### config.mk
export PLATFORM = sky130hd
export DESIGN_NAME = cps2_video_source
export DESIGN_NICKNAME = d
export VERILOG_FILES = /design/src/rtl/cps2_video_source.sv
export SDC_FILE = /design/constraint.sdc
export NUM_CORES = 1
export LEC_CHECK = 0
export BUFFER_PORTS_ARGS = -buffer_cell sky130_fd_sc_hd__buf_2
export CORE_MARGIN = 3
export CORE_UTILIZATION = 25
export CTS_CLUSTER_SIZE = 10
export DETAILED_ROUTE_END_ITERATION = 12
export GPL_TIMING_DRIVEN = 0
export HOLD_SLACK_MARGIN = 0.02
export PLACE_DENSITY = 0.47
export SETUP_SLACK_MARGIN = 0.1
export SLEW_MARGIN = 20
export SYNTH_ARGS = -nofsm -noshare
export SYNTH_HDL_FRONTEND = slang
export SYNTH_SLANG_ARGS = --single-unit
### constraint.sdc
create_clock -name PCLK_in -period 2.9 [get_ports PCLK_in]
set_clock_uncertainty 0.05 [all_clocks]
set_input_delay 0.29 -clock PCLK_in [delete_from_list [all_inputs] [get_ports PCLK_in]]
set_output_delay 0.29 -clock PCLK_in [all_outputs]
set_load 0.02 [all_outputs]
### src/rtl/cps2_video_source.sv
// CPS2-format self-test video source: 512x262 raster, 384x224 active, 5:5:5 RGB
// with active-low syncs. Every output is registered one cycle behind the counters.
module cps2_video_source #(
  parameter int H_TOTAL      = 512,
  parameter int H_ACTIVE     = 384,
  parameter int H_SYNC_START = 400,
  parameter int H_SYNC_LEN   = 36,
  parameter int V_TOTAL      = 262,
  parameter int V_ACTIVE     = 224,
  parameter int V_SYNC_START = 236,
  parameter int V_SYNC_LEN   = 3
) (
  input  logic        PCLK_in,
  input  logic        reset_n,
  input  logic        enable,
  input  logic [1:0]  pattern_sel,
  input  logic [14:0] solid_color,
  output logic [4:0]  R_out,
  output logic [4:0]  G_out,
  output logic [4:0]  B_out,
  output logic        HSYNC_out,
  output logic        VSYNC_out,
  output logic        DE_out,
  output logic        frame_start,
  output logic [7:0]  frame_cnt
);

  localparam logic [8:0] H_LAST     = 9'(H_TOTAL - 1);
  localparam logic [8:0] V_LAST     = 9'(V_TOTAL - 1);
  localparam logic [8:0] H_ACT      = 9'(H_ACTIVE);
  localparam logic [8:0] V_ACT      = 9'(V_ACTIVE);
  localparam logic [8:0] H_ACT_LAST = 9'(H_ACTIVE - 1);
  localparam logic [8:0] V_ACT_LAST = 9'(V_ACTIVE - 1);
  localparam logic [8:0] H_SYNC_BEG = 9'(H_SYNC_START);
  localparam logic [8:0] H_SYNC_END = 9'(H_SYNC_START + H_SYNC_LEN);
  localparam logic [8:0] V_SYNC_BEG = 9'(V_SYNC_START);
  localparam logic [8:0] V_SYNC_END = 9'(V_SYNC_START + V_SYNC_LEN);
  localparam logic [8:0] BAR_W      = 9'(H_ACTIVE / 8);

  typedef enum logic {ST_IDLE, ST_RUN} state_t;

  state_t      r_state;
  state_t      w_state_nxt;
  logic        w_start;
  logic        w_run;
  logic [8:0]  r_hcnt;
  logic [8:0]  r_vcnt;
  logic [1:0]  r_pat_sel;
  logic [14:0] r_solid;
  logic        w_line_end;
  logic        w_frame_end;
  logic        w_de;
  logic        w_hsync_n;
  logic        w_vsync_n;
  logic        w_grid;
  logic [2:0]  w_bar;
  logic [14:0] w_rgb;

  // NOTE: clocked state is only ever written with <=, so every register samples pre-edge values.
  always_ff @(posedge PCLK_in or negedge reset_n) begin
    if (!reset_n) r_state <= ST_IDLE;
    else          r_state <= w_state_nxt;
  end

  // NOTE: the default-first assignment keeps every path assigned, so no latch is inferred.
  always_comb begin
    w_state_nxt = r_state;
    case (r_state)
      ST_IDLE: if (enable)  w_state_nxt = ST_RUN;
      ST_RUN:  if (!enable) w_state_nxt = ST_IDLE;
    endcase
  end

  // The idle cycle that sees enable rise is the pattern-capture cycle; counting starts after it.
  always_comb begin
    w_start = (r_state == ST_IDLE) && enable;
    w_run   = (r_state == ST_RUN) && enable;
  end

  assign w_line_end  = (r_hcnt == H_LAST);
  assign w_frame_end = w_line_end && (r_vcnt == V_LAST);

  always_ff @(posedge PCLK_in or negedge reset_n) begin
    if (!reset_n) begin
      r_hcnt <= '0;
      r_vcnt <= '0;
    end else if (!w_run) begin
      r_hcnt <= '0;
      r_vcnt <= '0;
    end else if (w_line_end) begin
      r_hcnt <= '0;
      r_vcnt <= (r_vcnt == V_LAST) ? '0 : r_vcnt + 9'd1;
    end else begin
      r_hcnt <= r_hcnt + 9'd1;
    end
  end

  // Pattern changes only take effect at a frame boundary to avoid tearing.
  always_ff @(posedge PCLK_in or negedge reset_n) begin
    if (!reset_n) begin
      r_pat_sel <= '0;
      r_solid   <= '0;
    end else if (w_start || (w_run && w_frame_end)) begin
      r_pat_sel <= pattern_sel;
      r_solid   <= solid_color;
    end
  end

  assign w_de      = (r_hcnt < H_ACT) && (r_vcnt < V_ACT);
  assign w_hsync_n = !((r_hcnt >= H_SYNC_BEG) && (r_hcnt < H_SYNC_END));
  assign w_vsync_n = !((r_vcnt >= V_SYNC_BEG) && (r_vcnt < V_SYNC_END));
  assign w_bar     = 3'(r_hcnt / BAR_W);
  assign w_grid    = (r_hcnt[3:0] == 4'd0) || (r_vcnt[3:0] == 4'd0) ||
                     (r_hcnt == H_ACT_LAST) || (r_vcnt == V_ACT_LAST);

  // Bar order white..black maps to R = !b[1], G = !b[2], B = !b[0].
  always_comb begin
    w_rgb = '0;
    case (r_pat_sel)
      2'd0: w_rgb = {{5{~w_bar[1]}}, {5{~w_bar[2]}}, {5{~w_bar[0]}}};
      2'd1: w_rgb = {15{w_grid}};
      2'd2: w_rgb = {3{r_hcnt[8:4]}};
      2'd3: w_rgb = r_solid;
    endcase
  end

  always_ff @(posedge PCLK_in or negedge reset_n) begin
    if (!reset_n) begin
      {R_out, G_out, B_out} <= '0;
      HSYNC_out             <= 1'b1;
      VSYNC_out             <= 1'b1;
      DE_out                <= 1'b0;
      frame_start           <= 1'b0;
      frame_cnt             <= '0;
    end else if (w_run) begin
      {R_out, G_out, B_out} <= w_de ? w_rgb : 15'd0;
      HSYNC_out             <= w_hsync_n;
      VSYNC_out             <= w_vsync_n;
      DE_out                <= w_de;
      frame_start           <= (r_hcnt == 9'd0) && (r_vcnt == 9'd0);
      if (w_frame_end) frame_cnt <= frame_cnt + 8'd1;
    end else begin
      {R_out, G_out, B_out} <= '0;
      HSYNC_out             <= 1'b1;
      VSYNC_out             <= 1'b1;
      DE_out                <= 1'b0;
      frame_start           <= 1'b0;
    end
  end

endmodule
; ---- Word level (Yosys, flattened, before mapping)
; Index checks and enable logic that the tools add are counted.
[classes]
n_bitwise = 4
shifts = 0
order_cmp = 6
eq_ne = 8
div = 1
n_addsub = 3
reduce_logical = 20
mul = 0
muxes = 15
[op_table]
columns = op, n
row1 = $pmux W15 S4, 1
row2 = $mux W9, 5
row3 = $eq A9 B9 Y1 const B, 3
row4 = $add A9 B1 Y9 const B, 2
row5 = $logic_not A9 Y1, 2
row6 = $lt A9 B8 Y1 const B, 2
row7 = $lt A9 B9 Y1 const B, 2
row8 = $mux W15, 1
row9 = $mux W5, 3
row10 = $div A9 B6 Y9 const B, 1
row11 = $eq A9 B8 Y1 const B, 1
row12 = $ge A9 B8 Y1 const B, 1
row13 = $ge A9 B9 Y1 const B, 1
row14 = $add A8 B1 Y8 const B, 1
row15 = $logic_and A1 B1 Y1, 8
row16 = $logic_not A4 Y1, 2
row17 = $mux W1, 5
row18 = $eq A2 B2 Y1 const B, 2
row19 = $logic_or A1 B1 Y1, 4
row20 = $not A1 Y1, 4
row21 = $eq A2 B1 Y1 const B, 1
row22 = $logic_not A1 Y1, 2
row23 = $logic_not A2 Y1, 1
row24 = $ne A2 B1 Y1 const B, 1
row25 = $reduce_and A2 Y1, 1
[word_totals]
register_bits = 63
latch_bits = 0
n_memories = 0
rom_bits = 0
out_inout_bits = 27
mem_bits_rw = 0
in_bits = 20

; ---- Longest topological paths before layout
[logic_depth]
ltp_word = 7
depth_mapped = 9
ltp_nobuf = 8

; ---- Worst setup path before layout
; No wires, ideal clock.
[synth_path]
kind = flip-flop to flip-flop
start = register r_hcnt[5]
end = register r_pat_sel[1]
path_stages_with_launch = 10
arrival_time_ps = 2074
n_path_buf = 2
setup_time_ps = 125
setup_slack_ps = 651
required_time_ps = 2725
cell_sequence = dfrtp_1 -> clkbuf_1 -> nand3_1 -> nor3_1 -> ha_1 -> inv_1 -> o31ai_4 -> nand2_4 -> buf_6 -> mux2_4
[synth_between]
elab_chain_len = 4
[synth_lines]
columns = item, line
row1 = start: declaration, 46  ; logic [8:0] r_hcnt;
row2 = start signal: assignment, 94  ; r_hcnt <= r_hcnt + 9'd1;
row3 = $eq A9 B9 Y1, 80  ; assign w_line_end = (r_hcnt == H_LAST);
row4 = $logic_and A1 B1 Y1, 81  ; assign w_frame_end = w_line_end && (r_vcnt == V_LAST);
row5 = $logic_and A1 B1 Y1, 103  ; end else if (w_start || (w_run && w_frame_end)) begin
row6 = $logic_or A1 B1 Y1, 103
row7 = end signal: assignment, 104  ; r_pat_sel <= pattern_sel;
row8 = end: declaration, 48  ; logic [1:0] r_pat_sel;
; Every way passes these cells.
; A chain may end at the register's enable or synchronous reset.

; ---- Worst setup path after layout
[layout_path]
start = register r_hcnt[0]
end = register r_solid[1]
[layout_between]
elab_chain_len = 4
[layout_lines]
columns = item, line
row1 = $eq A9 B9 Y1, 80
row2 = $logic_and A1 B1 Y1, 81
row3 = $logic_and A1 B1 Y1, 103
row4 = $logic_or A1 B1 Y1, 103
row5 = end signal: assignment, 105  ; r_solid <= solid_color;
row6 = end: declaration, 49  ; logic [14:0] r_solid;
; Every way passes these cells.

==> flow_summary.json <==
{
  "status": "finished clean",
  "path_max_fanout": 10,
  "ys_ff_latch": 63,
  "worstReg2RegStart": "r_hcnt[0]$_DFF_PN0_",
  "yosysSeqAreaShare_pct": 50.46,
  "core_region_area_sq_mm": 0.01211,
  "finalPower_w": 0.002317,
  "synth_cell_type_count": 48,
  "irDropWorstVdd_uv": 261.6,
  "multiInputGateArea_sq_mm": 0.001459,
  "pwr-share-comb_pct": 11.4,
  "initial_core_util_pct": 25.84,
  "worstMarginPinSlew_ns": 0.6710,
  "min_period_ns": 2.506,
  "synth_xor_area_share_pct": 4.758,
  "cts_buffers": 9,
  "io-pin-count": 47,
  "firstDrtPassIters": 4,
  "cp-start-kind": "flip-flop",
  "drive_above_1_share_pct": 27.40,
  "clkLatencyLatePin_ns": 0.32,
  "cp-end-kind": "flip-flop",
  "holdWs_ns": 0.05152,
  "required_ns": 3.06,
  "switching_power_w": 0.0005345,
  "yosys-top-cells-area": "dfrtp_1 (49%), mux2_4 (4.8%), xnor2_1 (3.1%)",
  "synthMuxAreaShare_pct": 7.677,
  "port_buffers": 46,
  "final_common_cell": "dfrtp_1",
  "die_height_um": 117.9,
  "clockBufferDepth": 2,
  "wl_per_cell_um": 13.17,
  "relSlewSlack_pct": 55.00,
  "min_from": "enable",
  "regArea_sq_mm": 0.001579,
  "finalMaxSlewViolations": 0,
  "holdCritPathClass": "input port to flip-flop",
  "drtIter0Drc": 108,
  "dieArea_sq_mm": 0.01390,
  "clockRootBuffer": "clkbuf_16",
  "grt_pass1_wl_um": 11510,
  "die_width_um": 117.9,
  "grt_overflow": 0,
  "cellLeakagePower_nw": 1.772,
  "finalSetupTns_ns": 0,
  "power_density_mw_per_mm2": 589.9,
  "syn_to_final_growth_pct": 25.51,
  "hold_viol": 0,
  "synthSimpleGateAreaFrac_pct": 19.83,
  "n_fill_cell": 1274,
  "htree_levels": 3,
  "final_cell_mix": "dfrtp_1 (61), buf_2 (45), o21ai_0 (17), nor2_1 (17), nand2_1 (17)",
  "clockPowerShare_pct": 46.9,
  "antennaDiodeCount": 0,
  "drcViolationCount": 0,
  "dpl_worst_slack_ns": 0.1852,
  "post_cts_buffers": 0,
  "yosys_warnings": 0,
  "crit_start": "r_hcnt[0]$_DFF_PN0_",
  "synthAdderAreaFrac_pct": 3.439,
  "timing.fmax_mhz": 399.0,
  "seqPwrFrac_pct": 41.7,
  "dp_hpwl_um": 5243,
  "report.final.setup_viol": 0,
  "synth_compound_area_share_pct": 10.56,
  "synth.avg_cell_area_sq_um": 10.79,
  "yosysTopAreaCell": "dfrtp_1",
  "drt_wl_total_um": 6874,
  "grt_pass1_vias": 2234,
  "arrival_ns": 2.66,
  "via_per_inst": 4.429,
  "synth_cells": 290,
  "synth_nets": 317,
  "setup_ws_ns": 0.3936,
  "antenna_violating_nets_post_route": 0,
  "async_flop_share_pct": 100.0,
  "synth_top_family_by_area": "simple AND/OR/NAND/NOR gates",
  "vias": 2312,
  "core.rowCount": 40,
  "ys.flop_type": "dfrtp_1",
  "gp_congestion": 0.8045,
  "grt_max_degree": 36,
  "track_usage_pct": 10.34,
  "synth_top_area_share_pct": 48.78,
  "min_period_over_period_pct": 86.43,
  "synthesis.area_sq_mm": 0.003129,
  "synth-edff-count": 0,
  "intPower_w": 0.001782,
  "maxCapViolCount": 0,
  "clk_pin_slew_ns": 0.05,
  "antenna_found_initial": 0,
  "swShare_pct": 23.07,
  "fin_nets": 376,
  "rsz0062_at_grt": "no",
  "cts_tree": "yes",
  "crit_type": "flip-flop to flip-flop",
  "clock-sinks": 63
}
-- per-stage QoR --
stage | util, % | instance area [sq um] | cells
floorplan | - | 3129 | 290
finish | 32.43 | 3928 | 522
global route | 32.43 | 3928 | 522
CTS | 32.30 | 3913 | 522
detailed placement | 29.66 | 3592 | 505
global placement | 29.47 | 3570 | 504
-- kinds of logic after synthesis --
| logic type | after synthesis |
|---|---|
| adders and majority gates | 9 |
| xor gates and xnor gates | 17 |
| AOI/OAI and AO/OA | 52 |
| DFF | 63 |
| buffers and inverters | 23 |
| and+or+nand+nor | 108 |
| muxes | 18 |
-- registers in the layout, indices dropped and copies added (netlist names) --
name / flops
B_out: 5
DE_out: 1
G_out: 5
HSYNC_out: 1
R_out: 5
VSYNC_out: 1
frame_cnt: 8
frame_start: 1
r_hcnt: 9
r_pat_sel: 2
r_solid: 15
r_state: 1
r_vcnt: 9
-- layout make-up --
cell class	instances	share of cell area, %
Clock buffer	13	6.881
Inverter	8	0.7646
Clock inverter	3	1.019
Buffer	15	1.943
Tap cell	168	5.352
Multi-Input combinational cell	204	37.15
Timing Repair Buffer	48	6.690
Sequential cell	63	40.20
-- critical path, cell delays in order, from the launching register on --
cell and delay (ns):
dfrtp_1 0.38, ha_1 0.19, nand3_1 0.28, nor3_2 0.24, ha_1 0.24, inv_1 0.09
o31ai_4 0.28, nand2_4 0.14, buf_6 0.19, mux2_4 0.30
-- Yosys cell counts, types with 3 or more instances --
| library cell | instances |
|---|---|
| o21ai_0 | 17 |
| and2_1 | 11 |
| nand2b_1 | 3 |
| o211ai_1 | 6 |
| nor4_1 | 5 |
| ha_1 | 7 |
| nand3b_1 | 7 |
| nor3_1 | 5 |
| mux2_4 | 10 |
| xnor2_1 | 11 |
| nor2b_1 | 7 |
| clkbuf_1 | 12 |
| xor2_1 | 6 |
| a21oi_1 | 12 |
| mux2_2 | 8 |
| nand3_1 | 11 |
| dfrtp_1 | 61 |
| nor2_1 | 17 |
| nand4_1 | 5 |
| a31oi_1 | 5 |
| and3_1 | 4 |
| nand2_1 | 17 |
| inv_1 | 8 |
-- final timing paths --
check | to | slack [ns] | cells past startpoint
worst max-delay path | r_solid[1]$_DFFE_PN0P_ | 0.39 | 9
worst min-delay path | r_state$_DFF_PN0_ | 0.05 | 1
worst max register to register | r_solid[1]$_DFFE_PN0P_ | 0.39 | 9
worst min register to register | frame_cnt[7]$_DFFE_PN0P_ | 0.41 | 1
max in group asynchronous | HSYNC_out$_DFF_PN1_ | 1.85 | 3
min in group asynchronous | frame_cnt[1]$_DFFE_PN0P_ | 0.38 | 2
-- what timing repair did --
item	in CTS	in global routing
setup endpoints to repair	0	18
gates resized for setup	0	9
hold endpoints to repair	27	0
hold buffers	1	0
-- power groups by stage --
stage | clock [W] | combinational (W) | sequential (W)
final | 0.00109 | 0.000263 | 0.000967
after global routing | 0.00115 | 0.000291 | 0.000973
after CTS | 0.00112 | 0.000268 | 0.000967
after detailed placement | 0 | 0.000266 | 0.000981
after global placement | 0 | 0.000262 | 0.000979
after floorplan | 0 | 0.000149 | 0.000996
-- routing by layer --
metal | global-route usage, % | up-vias | wire, um
met5 | 0 | - | 0
met4 | 6.154 | 0 | 172
met3 | 1.730 | 11 | 207
met2 | 15.49 | 38 | 3109
met1 | 13.98 | 1115 | 3385
li1 | - | 1148 | -
Power figures use the tool's default switching activity.
